<file path="src/rtl/fetch_pkg.sv">
// Shared types and constants for the instruction fetch stage.
package fetch_pkg;
  localparam int OPCODE_W = 7;
  localparam int INSTR_W  = 32;
  localparam int PC_INCR  = 4;

  typedef enum logic [2:0] {IDLE, REQ, WAIT, HOLD, FAULT} fetch_state_t;
endpackage

</file>
<file path="src/rtl/fetch_pc.sv">
// PC register with next-PC selection (sequential or redirect).
// FETCH_MISALIGN_CHECK_EN: flag misaligned redirects instead of masking them.
module fetch_pc
  import fetch_pkg::*;
#(
  parameter int              XLEN     = 32,
  parameter logic [XLEN-1:0] RESET_PC = '0
) (
  input  logic            clk,
  input  logic            rst,
  input  logic            consume,
  input  logic            branch_taken,
  input  logic [XLEN-1:0] branch_target,
  output logic [XLEN-1:0] pc,
  output logic            misalign
);
  logic [XLEN-1:0] target;
  logic [XLEN-1:0] pc_next;

  always_comb begin
    target = branch_target;
`ifndef FETCH_MISALIGN_CHECK_EN
    target[1:0] = 2'b00;
`endif
    pc_next = branch_taken ? target : pc + XLEN'(PC_INCR);
  end

`ifdef FETCH_MISALIGN_CHECK_EN
  assign misalign = branch_taken && (branch_target[1:0] != 2'b00);
`else
  assign misalign = 1'b0;
`endif

  always_ff @(posedge clk) begin
    if (rst)          pc <= RESET_PC;
    else if (consume) pc <= pc_next;
  end
endmodule

</file>
<file path="src/rtl/instr_fetch.sv">
// Instruction fetch: FSM, single-outstanding imem handshake, held instruction.
// FETCH_MISALIGN_CHECK_EN enables the sticky misaligned-target fault.
module instr_fetch
  import fetch_pkg::*;
#(
  parameter int              XLEN     = 32,
  parameter logic [XLEN-1:0] RESET_PC = 32'h0000_0000
) (
  input  logic                clk_i,
  input  logic                rst_i,
  output logic                imem_req_o,
  output logic [XLEN-1:0]     imem_addr_o,
  input  logic                imem_gnt_i,
  input  logic                imem_rvalid_i,
  input  logic [INSTR_W-1:0]  imem_rdata_i,
  input  logic                stall_i,
  input  logic                branch_taken_i,
  input  logic [XLEN-1:0]     branch_target_i,
  output logic                instr_valid_o,
  output logic [INSTR_W-1:0]  instr_o,
  output logic [OPCODE_W-1:0] opcode_o,
  output logic [XLEN-1:0]     pc_o,
  output logic                fault_o
);
  fetch_state_t       state, state_next;
  logic [INSTR_W-1:0] instr_q;
  logic [XLEN-1:0]    pc;
  logic               consume;
  logic               misalign;

  assign consume = (state == HOLD) && !stall_i;

  fetch_pc #(.XLEN(XLEN), .RESET_PC(RESET_PC)) u_pc (
    .clk           (clk_i),
    .rst           (rst_i),
    .consume       (consume),
    .branch_taken  (branch_taken_i),
    .branch_target (branch_target_i),
    .pc            (pc),
    .misalign      (misalign)
  );

  always_ff @(posedge clk_i) begin
    if (rst_i) begin
      state   <= IDLE;
      instr_q <= '0;
    end else begin
      state <= state_next;
      // rvalid is only meaningful while a request is outstanding
      if (state == WAIT && imem_rvalid_i) instr_q <= imem_rdata_i;
    end
  end

  always_comb begin
    state_next = state;
    case (state)
      IDLE:    state_next = REQ;
      REQ:     if (imem_gnt_i) state_next = WAIT;
      WAIT:    if (imem_rvalid_i) state_next = HOLD;
      HOLD:    if (!stall_i) state_next = misalign ? FAULT : REQ;
      FAULT:   state_next = FAULT;
      default: state_next = IDLE;
    endcase
  end

  always_comb begin
    imem_req_o    = (state == REQ);
    imem_addr_o   = pc;
    instr_valid_o = (state == HOLD);
    instr_o       = instr_q;
    opcode_o      = instr_q[OPCODE_W-1:0];
    pc_o          = pc;
`ifdef FETCH_MISALIGN_CHECK_EN
    fault_o       = (state == FAULT);
`else
    fault_o       = 1'b0;
`endif
  end
endmodule

</file>
<file path="config.mk">
export PLATFORM = sky130hd
export DESIGN_NAME = instr_fetch
export DESIGN_NICKNAME = d
export VERILOG_FILES = /design/src/rtl/fetch_pkg.sv /design/src/rtl/fetch_pc.sv /design/src/rtl/instr_fetch.sv
export SDC_FILE = /design/constraint.sdc
export NUM_CORES = 1
export LEC_CHECK = 0
export BUFFER_PORTS_ARGS = -buffer_cell sky130_fd_sc_hd__buf_2
export CAP_MARGIN = 10
export CORE_UTILIZATION = 45
export DETAILED_ROUTE_END_ITERATION = 10
export GPL_TIMING_DRIVEN = 1
export MAX_ROUTING_LAYER = met4
export PLACE_DENSITY = 0.79
export SYNTH_ARGS = -nofsm -noshare
export SYNTH_HDL_FRONTEND = slang
export SYNTH_SLANG_ARGS = --single-unit
export TNS_END_PERCENT = 5
</file>
<file path="constraint.sdc">
create_clock -name clk_i -period 4.8 [get_ports clk_i]
set_input_delay 0 -clock clk_i [delete_from_list [all_inputs] [get_ports clk_i]]
set_output_delay 0 -clock clk_i [all_outputs]
set_load 0.005 [all_outputs]
</file>
---- Word level (Yosys, flattened, before mapping) ----
Cells that the tools add are included.
cells by class
  mux-type cells .......................... 5
  reductions and logical operators ........ 5
  equality and inequality tests ........... 7
  $add $sub $neg .......................... 1
operator list
  operator                                              number
  adder 32 x 3 -> 32 bit (second input constant)        1
  2-to-1 mux 32 bit                                     1
  case mux 3 bit (5 select lines)                       1
  2-to-1 mux 3 bit                                      3
  equality test 3 x 2 -> 1 bit (second input constant)  2
  != test 2 bit (second input constant)                 2
  equality test 3 x 1 -> 1 bit (second input constant)  1
  equality test 3 bit (second input constant)           1
  zero test 3 bit                                       1
  AND reduction 3 bit                                   1
  logical AND 1 bit                                     2
  != test 2 x 1 -> 1 bit (second input constant)        1
  zero test 1 bit                                       1
word-level totals
  logic and storage cells ................. 21
  output and inout bits ................... 106
  register bits after elaboration ......... 67
  bits of input ports ..................... 70

---- Longest topological paths before layout ----
  depth in word-level cells ............... 3
  mapped depth ............................ 7
  depth with buffers taken out ............ 6

---- Modules after synthesis ----
Synthesis repeated with hierarchy kept, for this count alone.
second synthesis, totals
  cells, all modules ...................... 452
  area total of the unflattened synthesis .. 3588.4 um2
modules (own cells, without submodules)
  module       seq. area each (um2)  times used  cells an instance  area an instance (um2)
  fetch_pc     600.6                 1           252                1913.1
  instr_fetch  700.7                 1           200                1675.4

---- Least setup slack after synthesis ----
No wires, ideal clock.
  kind .................................... register to register
  start ................................... reg u_pc.pc[2]
  end ..................................... reg u_pc.pc[26]
  data required time ...................... 4726 ps
  data arrival time ....................... 1887 ps
  slack ................................... 2838 ps
  period minus slack after synthesis ...... 1962 ps
  path buffers ............................ 1
  library setup time ...................... 74 ps
  cell stages (with the launch flop) ...... 8
  path through ............................ dfxtp_1 -> ha_1 -> nand3_1 -> nor3_4 -> nand4_2 -> buf_6 -> or4_1 -> a31oi_1
between the ends
  cells in the longest elaborated chain, start to end .. 2
RTL lines
  item                    RTL line        source
  from (decl)             fetch_pc.sv:14  output logic [XLEN-1:0] pc,
  from (signal assigned)  fetch_pc.sv:36  else if (consume) pc <= pc_next;
  adder 32 x 3 -> 32 bit  fetch_pc.sv:25  pc_next = branch_taken ? target : pc + XLEN'(PC_INCR);
  2-to-1 mux 32 bit       fetch_pc.sv:25
Every way passes these cells.
A chain may end at the register's enable or synchronous reset.

---- Worst setup path in the final report ----
  start ................................... reg state[0]
  end ..................................... reg u_pc.pc[31]
between the ends
  cells in the longest elaborated chain, start to end .. 2
RTL lines
  item                          RTL line           source
  from (decl)                   instr_fetch.sv:25  fetch_state_t state, state_next;
  from (signal assigned)        instr_fetch.sv:48  state <= state_next;
  equality test 3 x 2 -> 1 bit  instr_fetch.sv:31  assign consume = (state == HOLD) && !stall_i;
  logical AND 1 bit             instr_fetch.sv:31
Every way passes these cells.

==> summary.md <==
| Metric | Value |
|---|---|
| Status | complete, no violations |
| CP Launch Point | state[0] |
| Clock root cell | clkbuf_8 |
| Routed WL | 10.5 mm |
| Post-layout min period | 2.60 ns |
| Fin Hold WS | 0.00798 ns |
| Worst R2R Start | state[0] |
| Final ANT Viol Nets | 0 |
| Pre-CTS setup slack | 2.02 ns |
| Clock skew | 0.00768 ns |
| Crit Path Class | reg -> reg |
| P&R area growth vs syn | 31.2% |
| Die area | 8220 um^2 |
| CP arrival | 2.82 ns |
| Area occupied by multi-input gates | 1770 um^2 |
| DIE WIDTH | 90.7 um |
| Num CTS Buffers | 9 |
| Setup TNS | 0 ns |
| Fmax | 385 MHz |
| Core area | 7410 um^2 |
| Hold_sp | branch_target_i[3] |
| Syn avg cell area | 7.56 um^2 |
| Post-Synthesis Cell Area | 3540 um^2 |
| Post-synthesis sequential area ratio | 36.8% |
| Clk Latency, worst-skew pair | 0.34 ns |
| Slew Viols, Final | 0 |
| Post-route worst setup slack | 2.20 ns |
| Yosys Warn Count | 0 |
| Data required, critical path | 5.02 ns |
| Port bufs | 168 |
| Post-synth cell types | 58 |
| Nets | 690 |
| CP Capture Point | u_pc.pc[31] |
| Max Buffers Root-to-Sink | 2 |
| RSZ-0062 raised after global routing | false |
| Initial antenna violation count | 0 |
| VDD IR-drop max | 0.138 mV |
| Resized cells post-CTS | 0 |
| Final Hold Fails | 0 |
| Ys flop type | dfxtp_1 |
| Power density over the cells | 252 nW/um^2 |
| Reg2reg setup slack | 2.20 ns |
| Vias | 3,914 |
| R2R depth | 5 |
| Clock slew at reported path FFs | 0.07 ns |
| Hpwl dp | 6.70 mm |
| FFs w/ async S/R, synth | 0% |
| Antenna Cells | 0 |
| Gr usage total | 26.3% |
| Max_cap viols | 0 |
| # hold bufs at CTS | 38 |
| Most numerous cell in the Yosys netlist | nand2_1 |
| H-tree depth | 3 |
| RD Place Congestion | 0.889 |
| Post-synth EDFFs | 0 |
| Hold Path Class | in -> reg |
| Reg2reg end | u_pc.pc[31] |
| Setup violations, final | 0 |
| Die H | 90.7 um |
| Finished Core Util | 62.7% |
| Avg WL per Cell | 14.5 um |
| Register area | 1300 um^2 |
| Leak | 2.06 nW |
| CTS sink count | 65 |
| Starting Density | 47.8% |
| Number of global-route vias before repair | 3,627 |
| Relative slew slack | 23.9% |
| Drt pass-1 iters | 4 |
| Row cnt | 31 |
| CP startpoint kind | register |
| Setup crit end kind | register |
| Top post-synthesis cells by area | dfxtp_1 (37%), nand2_1 (10%), buf_4 (8.9%) |
| Fillcell total | 690 |
| Crit-path max FO | 21 |
| Largest net degree at the start of global routing | 71 |
| IO Pins | 176 |
| Post-Syn Instances | 468 |
| Synth top cells by count | nand2_1 (95), dfxtp_1 (65), a21oi_1 (56), buf_4 (42), nor2_1 (26) |
| Synth top area share | 36.8% |
| Synth area leader | dfxtp_1 |
| CTS tree | built |
| Congestion Overflow GR | 0 |
| DRC viols | 0 |
| Final period util | 54.2% |
| Layout cell share with drive strength beyond 1 | 31.1% |
| # Post-CTS Setup Buffers | 0 |
| Via density | 5.41 |
| Pwr Total | 1.17 mW |
| #FFs+latches synth | 65 |
| Global-route wire length before repair | 17.3 mm |
| Worst-Margin Slew | 1.14 ns |
| Iter 0 DRT Violations | 149 |
## worst min-delay path by stage
| stage | slack (ns) | endpoint | depth (start not counted) |
|---|---|---|---|
| 6_report | 0.008 | u_pc.pc[3] | 3 |
| 5_1_grt | 0.007 | u_pc.pc[18] | 3 |
| 4_1_cts | 0.002 | u_pc.pc[18] | 3 |
| 3_5_place_dp | 0.25 | instr_o[26] | 3 |
| 3_3_place_gp | 0.24 | instr_o[21] | 3 |
| 2_1_floorplan | 0.13 | instr_o[10] | 2 |
## kinds of logic after synthesis
| family | synth area share (%) |
|---|---|
| AOI/OAI and AO/OA | 19.1 |
| and+or+nand+nor | 28.0 |
| DFF | 36.8 |
| other | 0.106 |
| adders and majority gates | 0.354 |
| buffers and inverters | 13.6 |
| muxes | 2.05 |
## routing by layer
layer / track usage [%] / vias up / share of wire, %
li1: - / 1905 / -
met1: 31.2 / 1807 / 41
met2: 44.3 / 185 / 50
met3: 5.30 / 17 / 7.7
met4: 8.74 / 0 / 1.8
met5: - / - / 0
## through the flow
stage,cell area (um^2),std cells
floorplan,3550,472
global placement,4070,669
detailed placement,4070,669
CTS,4640,723
global route,4640,723
finish,4640,723
## cell type report
class / instances / area share, %
clock buffers: 9 / 2.67
inverters: 4 / 0.323
flip-flops and latches: 65 / 28.0
multi-input cells: 331 / 38.1
well taps: 99 / 2.67
clock inverters: 7 / 1.54
repair buffers: 208 / 26.6
## flip-flops by register name (all words and copies together) (netlist names)
| register | cells |
|---|---|
| instr_o | 32 |
| state | 3 |
| u_pc.pc | 30 |
## critical path: stages (launching register included)
cell and delay (ns):
dfxtp_1 0.46, nand4bb_1 0.70, nor2_1 0.74, mux2i_1 0.25, nor2_1 0.05, mux2_2 0.28
## power breakdown
group	internal (mW)	switching [mW]	leakage, nW
Clock	0.239	0.220	0.0912
Sequential	0.553	0.0185	0.525
Combinational	0.0746	0.0674	1.45
## layout by cell type, fill, tap and decap left out, drive strengths merged, types with 6 or more instances in the layout
master       count
nand2           95
buf            170
dfxtp           65
o21ai           16
dlygate4sd3     38
nand4            8
nor3            13
or4              6
a31oi           14
a21oi           56
clkbuf           9
and3             6
nand3           26
nor2            27
Power figures use the tool's default switching activity.
